--- config.mk ---
export PLATFORM = sky130hd
export DESIGN_NAME = aim_neuron_seq_flat
export DESIGN_NICKNAME = d
export VERILOG_FILES = /design/src/rtl/aim_neuron_seq_pkg.sv /design/src/rtl/aim_neuron_seq_if.sv /design/src/rtl/aim_neuron_seq_lane_mac.sv /design/src/rtl/aim_neuron_seq.sv /design/src/flat_wrapper.sv
export SDC_FILE = /design/constraint.sdc
export NUM_CORES = 1
export LEC_CHECK = 0
export ABC_AREA = 1
export ABC_CLOCK_PERIOD_IN_PS = 6700
export CORE_AREA = 2 2 119 167
export CTS_BUF_LIST = sky130_fd_sc_hd__clkbuf_8
export CTS_CLUSTER_SIZE = 10
export DETAILED_ROUTE_END_ITERATION = 8
export DIE_AREA = 0 0 121 169
export GPL_ROUTABILITY_DRIVEN = 0
export PLACE_DENSITY = 0.6
export SYNTH_ARGS = -nofsm -noshare
export SYNTH_HDL_FRONTEND = slang
export SYNTH_SLANG_ARGS = --single-unit
--- constraint.sdc ---
create_clock -name clk -period 6.7 [get_ports clk]
set_input_delay 0.67 -clock clk [delete_from_list [all_inputs] [get_ports clk]]
set_output_delay 0.67 -clock clk [all_outputs]
set_load 0.01 [all_outputs]
--- src/rtl/aim_neuron_seq_pkg.sv ---
// Shared types and helpers for the folded ternary-weight neuron (package aim_pkg).
// Weight codes, FSM state encoding and the saturating clip function.
package aim_pkg;

  localparam logic [1:0] W_POS  = 2'b01;
  localparam logic [1:0] W_NEG  = 2'b11;
  localparam logic [1:0] W_ZERO = 2'b00;

  typedef enum logic [1:0] {
    IDLE = 2'd0,
    ACC  = 2'd1,
    DONE = 2'd2
  } state_e;

  // Clip a signed value into the range of a signed word of the given width.
  function automatic logic signed [31:0] sat_to(input logic signed [31:0] v, input int width);
    logic signed [31:0] hi;
    logic signed [31:0] lo;
    hi = (32'sd1 <<< (width - 1)) - 32'sd1;
    lo = -(32'sd1 <<< (width - 1));
    if (v > hi) begin
      sat_to = hi;
    end else if (v < lo) begin
      sat_to = lo;
    end else begin
      sat_to = v;
    end
  endfunction

endpackage

--- src/rtl/aim_neuron_seq_if.sv ---
// Vector-in / result-out handshake bundle for aim_neuron_seq.
// slave is the neuron's view, master is the producer/consumer view.
interface aim_neuron_seq_if #(
  parameter int N     = 8,
  parameter int A_W   = 9,
  parameter int OUT_W = 12
);
  logic                    in_valid;
  logic                    in_ready;
  logic [N*A_W-1:0]        A_bus;
  logic [2*N-1:0]          W_bus;
  logic                    out_valid;
  logic                    out_ready;
  logic signed [OUT_W-1:0] out_neuron;
  logic                    out_sat;

  modport slave (
    input  in_valid, A_bus, W_bus, out_ready,
    output in_ready, out_valid, out_neuron, out_sat
  );

  modport master (
    output in_valid, A_bus, W_bus, out_ready,
    input  in_ready, out_valid, out_neuron, out_sat
  );
endinterface

--- src/rtl/aim_neuron_seq_lane_mac.sv ---
// Combinational ternary multiply and sum across LANES activations.
// Lane sum width A_W+$clog2(LANES)+1 holds the worst case -(-2^(A_W-1)) per lane.
module aim_lane_mac
  import aim_pkg::*;
#(
  parameter int LANES = 2,
  parameter int A_W   = 9
) (
  input  logic [LANES*A_W-1:0]            a_i,
  input  logic [2*LANES-1:0]              w_i,
  output logic signed [A_W+$clog2(LANES):0] sum_o
);

  localparam int SUM_W = A_W + $clog2(LANES) + 1;

  logic signed [A_W-1:0]   aLane;
  logic signed [SUM_W-1:0] prod;
  logic signed [SUM_W-1:0] sum;

  // Reserved code 2'b10 falls into the default arm and contributes nothing.
  always_comb begin
    aLane = '0;
    prod  = '0;
    sum   = '0;
    for (int l = 0; l < LANES; l++) begin
      aLane = a_i[l*A_W +: A_W];
      case (w_i[2*l +: 2])
        W_POS:   prod = SUM_W'(aLane);
        W_NEG:   prod = -SUM_W'(aLane);
        default: prod = '0;
      endcase
      sum = sum + prod;
    end
  end

  assign sum_o = sum;

endmodule

--- src/rtl/aim_neuron_seq.sv ---
// Folded ternary-weight neuron: LANES products per cycle over N/LANES cycles, saturated output.
// Build option AIM_RELU_EN: negative results are forced to zero with out_sat cleared.
module aim_neuron_seq
  import aim_pkg::*;
#(
  parameter int N     = 8,
  parameter int LANES = 2,
  parameter int A_W   = 9,
  parameter int OUT_W = 12
) (
  input logic              clk,
  input logic              rst,
  aim_neuron_seq_if.slave  bus
);

  localparam int CHUNKS = N / LANES;
  localparam int CNT_W  = (CHUNKS > 1) ? $clog2(CHUNKS) : 1;
  localparam int ACC_W  = A_W + $clog2(N) + 1;
  localparam int SUM_W  = A_W + $clog2(LANES) + 1;
  localparam logic [CNT_W-1:0] LAST_CNT = CNT_W'(CHUNKS - 1);

  state_e                  state_q;
  logic [N*A_W-1:0]        opA_q;
  logic [2*N-1:0]          opW_q;
  logic signed [ACC_W-1:0] acc_q;
  logic signed [ACC_W-1:0] acc_d;
  logic [CNT_W-1:0]        cnt_q;
  logic signed [OUT_W-1:0] outNeuron_q;
  logic signed [OUT_W-1:0] outNeuron_d;
  logic                    outSat_q;
  logic                    outSat_d;
  logic                    outValid_q;
  logic signed [SUM_W-1:0] laneSum;
  logic signed [31:0]      accWide;
  logic signed [31:0]      satWide;

  // Operand registers shift down one chunk per cycle, so the lane MAC always reads the low bits.
  aim_lane_mac #(
    .LANES (LANES),
    .A_W   (A_W)
  ) u_lane_mac (
    .a_i   (opA_q[LANES*A_W-1:0]),
    .w_i   (opW_q[2*LANES-1:0]),
    .sum_o (laneSum)
  );

  always_comb begin
    acc_d       = acc_q + ACC_W'(laneSum);
    accWide     = 32'(acc_d);
    satWide     = sat_to(accWide, OUT_W);
    outNeuron_d = satWide[OUT_W-1:0];
    outSat_d    = (satWide != accWide);
`ifdef AIM_RELU_EN
    if (acc_d < 0) begin
      outNeuron_d = '0;
      outSat_d    = 1'b0;
    end
`endif
  end

  always_ff @(posedge clk or posedge rst) begin
    if (rst) begin
      state_q     <= IDLE;
      opA_q       <= '0;
      opW_q       <= '0;
      acc_q       <= '0;
      cnt_q       <= '0;
      outNeuron_q <= '0;
      outSat_q    <= 1'b0;
      outValid_q  <= 1'b0;
    end else begin
      case (state_q)
        IDLE: begin
          if (bus.in_valid) begin
            opA_q   <= bus.A_bus;
            opW_q   <= bus.W_bus;
            acc_q   <= '0;
            cnt_q   <= '0;
            state_q <= ACC;
          end
        end
        ACC: begin
          acc_q <= acc_d;
          cnt_q <= cnt_q + 1'b1;
          opA_q <= opA_q >> (LANES*A_W);
          opW_q <= opW_q >> (2*LANES);
          if (cnt_q == LAST_CNT) begin
            outNeuron_q <= outNeuron_d;
            outSat_q    <= outSat_d;
            outValid_q  <= 1'b1;
            state_q     <= DONE;
          end
        end
        DONE: begin
          if (bus.out_ready) begin
            outValid_q <= 1'b0;
            state_q    <= IDLE;
          end
        end
        default: state_q <= IDLE;
      endcase
    end
  end

  assign bus.in_ready   = (state_q == IDLE);
  assign bus.out_valid  = outValid_q;
  assign bus.out_neuron = outNeuron_q;
  assign bus.out_sat    = outSat_q;

endmodule
--- src/flat_wrapper.sv ---
// flat-port wrapper written by rule: the top's interface ports become plain ports
module aim_neuron_seq_flat import aim_pkg::*;
#(
  parameter int N     = 8,
  parameter int LANES = 2,
  parameter int A_W   = 9,
  parameter int OUT_W = 12
)
  (clk, rst, bus_in_valid, bus_A_bus, bus_W_bus, bus_out_ready, bus_in_ready, bus_out_valid, bus_out_neuron, bus_out_sat);
  aim_neuron_seq_if #(.N(N), .A_W(A_W), .OUT_W(OUT_W)) bus_i ();
  input logic clk;
  input logic rst;
  input wire logic [$bits(bus_i.in_valid)-1:0] bus_in_valid;
  input wire logic [$bits(bus_i.A_bus)-1:0] bus_A_bus;
  input wire logic [$bits(bus_i.W_bus)-1:0] bus_W_bus;
  input wire logic [$bits(bus_i.out_ready)-1:0] bus_out_ready;
  output wire logic [$bits(bus_i.in_ready)-1:0] bus_in_ready;
  output wire logic [$bits(bus_i.out_valid)-1:0] bus_out_valid;
  output wire logic [$bits(bus_i.out_neuron)-1:0] bus_out_neuron;
  output wire logic [$bits(bus_i.out_sat)-1:0] bus_out_sat;
  assign bus_i.in_valid = bus_in_valid;
  assign bus_i.A_bus = bus_A_bus;
  assign bus_i.W_bus = bus_W_bus;
  assign bus_i.out_ready = bus_out_ready;
  assign bus_in_ready = bus_i.in_ready;
  assign bus_out_valid = bus_i.out_valid;
  assign bus_out_neuron = bus_i.out_neuron;
  assign bus_out_sat = bus_i.out_sat;
  aim_neuron_seq #(.N(N), .LANES(LANES), .A_W(A_W), .OUT_W(OUT_W)) u_core (.clk(clk), .rst(rst), .bus(bus_i));
endmodule
==> results.toml <==
[sta]
tns_ns = 0
max_freq_ghz = 0.2332
slew_headroom_pct = 38.21
finalSetupViolCount = 0
finalClockSkew_ns = 0.01126
post-route-period-util_pct = 64.00
layout_min_cycle_time_ns = 4.288
hold_violations = 0
rsz0062_at_grt = "no"
maxSlewViolCount = 0
worst_pin_slew_ns = 0.9269
holdWs_ns = 0.4756

[setup_path]
cp-start-kind = "flip-flop"
crit_fanout = 12
crit_path_top_delay_cell = "dfrtp_1"
critPathKind = "flip-flop to flip-flop"
cpMostUsedCell = "nand2_1"
rrSetupSlack_ns = 2.41
r2r.worst_path.cells = 30
critPathArrivalTime_ns = 4.62
required_ns = 7.03
endpoint_kind = "flip-flop"
max_stage_delay_ns = 0.41

[flow_run]
drv_cap = 0

[logic_synthesis]
syn_avg_cell_area_sq_um = 8.047
ys_async_sr_fraction_pct = 100.0
netlist_area_sq_um = 6534
syn_nets = 932
synthTopCellsByCount = "nand2_1, dfrtp_1, o21ai_0"
yosysUniqueCellTypes = 30
synth.top_cells.by_area = "dfrtp_1, o21ai_0, nand2_1"
netlist_instances = 812
synth_seq_cells = 119
synth.most_common_cell = "nand2_1"
yosysTopAreaCellShare_pct = 45.58
synth-edff-count = 0
yosysWarnings = 0
synth.largest_area_cell = "dfrtp_1"
yosysSeqAreaShare_pct = 45.58
synth-main-ff-cell = "dfrtp_1"

[layout]
syn2layout_area_growth_pct = 26.08
multi_input_area_sq_um = 3060
fillers = 1911
drive_gt1_share_pct = 7.492
antenna_cells = 0
ff_latch_area_sq_um = 2978
finalNetCount = 1028

[routing]
vias_per_cell = 4.968
firstDrtPassIters = 4
drcViolationCount = 0
wl_per_cell_microns = 14.69
wirelength_mm = 17.18
via_count = 5808
drt-initial-drc-count = 280
ant_nets = 0

[floorplanning]
core_sq_um = 18990
start_util_pct = 34.40
num_io_pins = 107
die-area_sq_um = 20450
fp.dieW_microns = 121
die_height_microns = 169
rows = 60

[global_route]
grt_pass1_vias = 5919
antenna_found_initial = 0
grt_use_total_pct = 17.64
overflow = 0
grt_max_degree = 84
grt_pass1_wl_mm = 28.55

[cts]
cts_resized = 0
cts_max_level = 4
clk_latency_ns = 0.44
cts_setup_buffers = 0
clockBufferDepth = 2
tritoncts_num_sinks = 119
root_buffer = "clkbuf_8"
cts_tree = "yes"
hold_buffers = 0
clk_pin_slew_worst_paths_ns = 0.07
cts_buffers = 17

[run_status]
status = "completed"

[min_path]
hp-class = "flip-flop to flip-flop"
min_path_cells = 2

[placed_design]
dp_hpwl_mm = 12.07
io_buffers = 106
## through the flow
step	util [%]	cells	area, sq um	setup WS (ns)
6_report	43.37	1169	8238	2.412
5_1_grt	43.37	1169	8238	1.815
4_1_cts	43.37	1169	8238	2.466
3_5_place_dp	41.28	1137	7840	2.460
3_3_place_gp	41.28	1137	7840	2.614
2_1_floorplan	-	812	6534	2.873
## state kept, by name, summed over array words and instances (netlist names)
signal                 cells
u_core.opW_q              16
u_core.state_q             2
u_core.cnt_q               2
u_core.bus.out_valid       1
u_core.opA_q              72
u_core.acc_q              13
u_core.bus.out_neuron     12
u_core.bus.out_sat         1
## worst max-delay path: cells and delay by family, from the launching register on
kind / cells / cell delay, ns
compound gates: 2 / 0.23
fa+ha+maj: 2 / 0.71
buf+inv: 6 / 0.40
flops: 1 / 0.41
simple gates: 20 / 2.42
## logic make-up after synthesis
logic type	count (synthesis)	share of synthesized area (%)
AND/OR/NAND/NOR	256	16.53
buffers and inverters	135	7.928
flip-flops	119	45.58
XOR/XNOR	19	2.547
AO/OA/AOI/OAI	255	21.83
adder cells (fa/ha/maj)	28	5.592
## final cells by class
class	count	area share [%]
Clock inverter	14	1.823
Tap cell	248	3.767
Timing Repair Buffer	114	13.61
Inverter	98	4.496
Sequential cell	119	36.15
Clock buffer	18	3.007
Multi-Input combinational cell	558	37.15
## cells in the final DEF (no fill, tap or decap)
cell               n
bufinv_16          2
xnor2_1            6
inv_4              1
a31oi_1            4
xor2_1            13
nor2_1            57
buf_4              8
nand2_2           12
a22o_1            26
o31ai_1            1
ha_1              26
inv_1             95
nor2_4             4
nor2_2             5
nand2_1          144
inv_6              3
nor3_1             8
or2_2              1
nand3_2            5
o21ai_0          111
clkinv_2           2
clkdlybuf4s50_1  106
inv_2              1
a21oi_1           87
fa_1               2
nand3_1           20
clkinv_4           1
clkinvlp_4         6
dfrtp_1          119
clkbuf_8          18
o22ai_1           20
o32ai_1            2
o21bai_1           3
a32o_1             1
clkinv_1           1
## worst paths after layout
| check | startpoint | end |
|---|---|---|
| worst max-delay path | u_core.opA_q[2] | u_core.bus.out_neuron[1] |
| worst min register to register | u_core.bus.out_valid | u_core.bus.out_valid |
| max in group asynchronous | rst | u_core.opA_q[26] |
| worst min-delay path | u_core.bus.out_valid | u_core.bus.out_valid |
| worst max register to register | u_core.opA_q[2] | u_core.bus.out_neuron[1] |
| min in group asynchronous | rst | u_core.opA_q[41] |
## per-layer routing
metal,global-route usage (%),vias to the layer above,wire [microns]
li1,-,2895,-
met1,20.84,2768,7268
met2,30.83,113,8861
met3,3.706,32,533
met4,7.280,0,514
met5,0,-,0
Power is left out: the tool's default activity adds up to more than one toggle a clock period on the data nets, which glitch-free logic cannot reach.
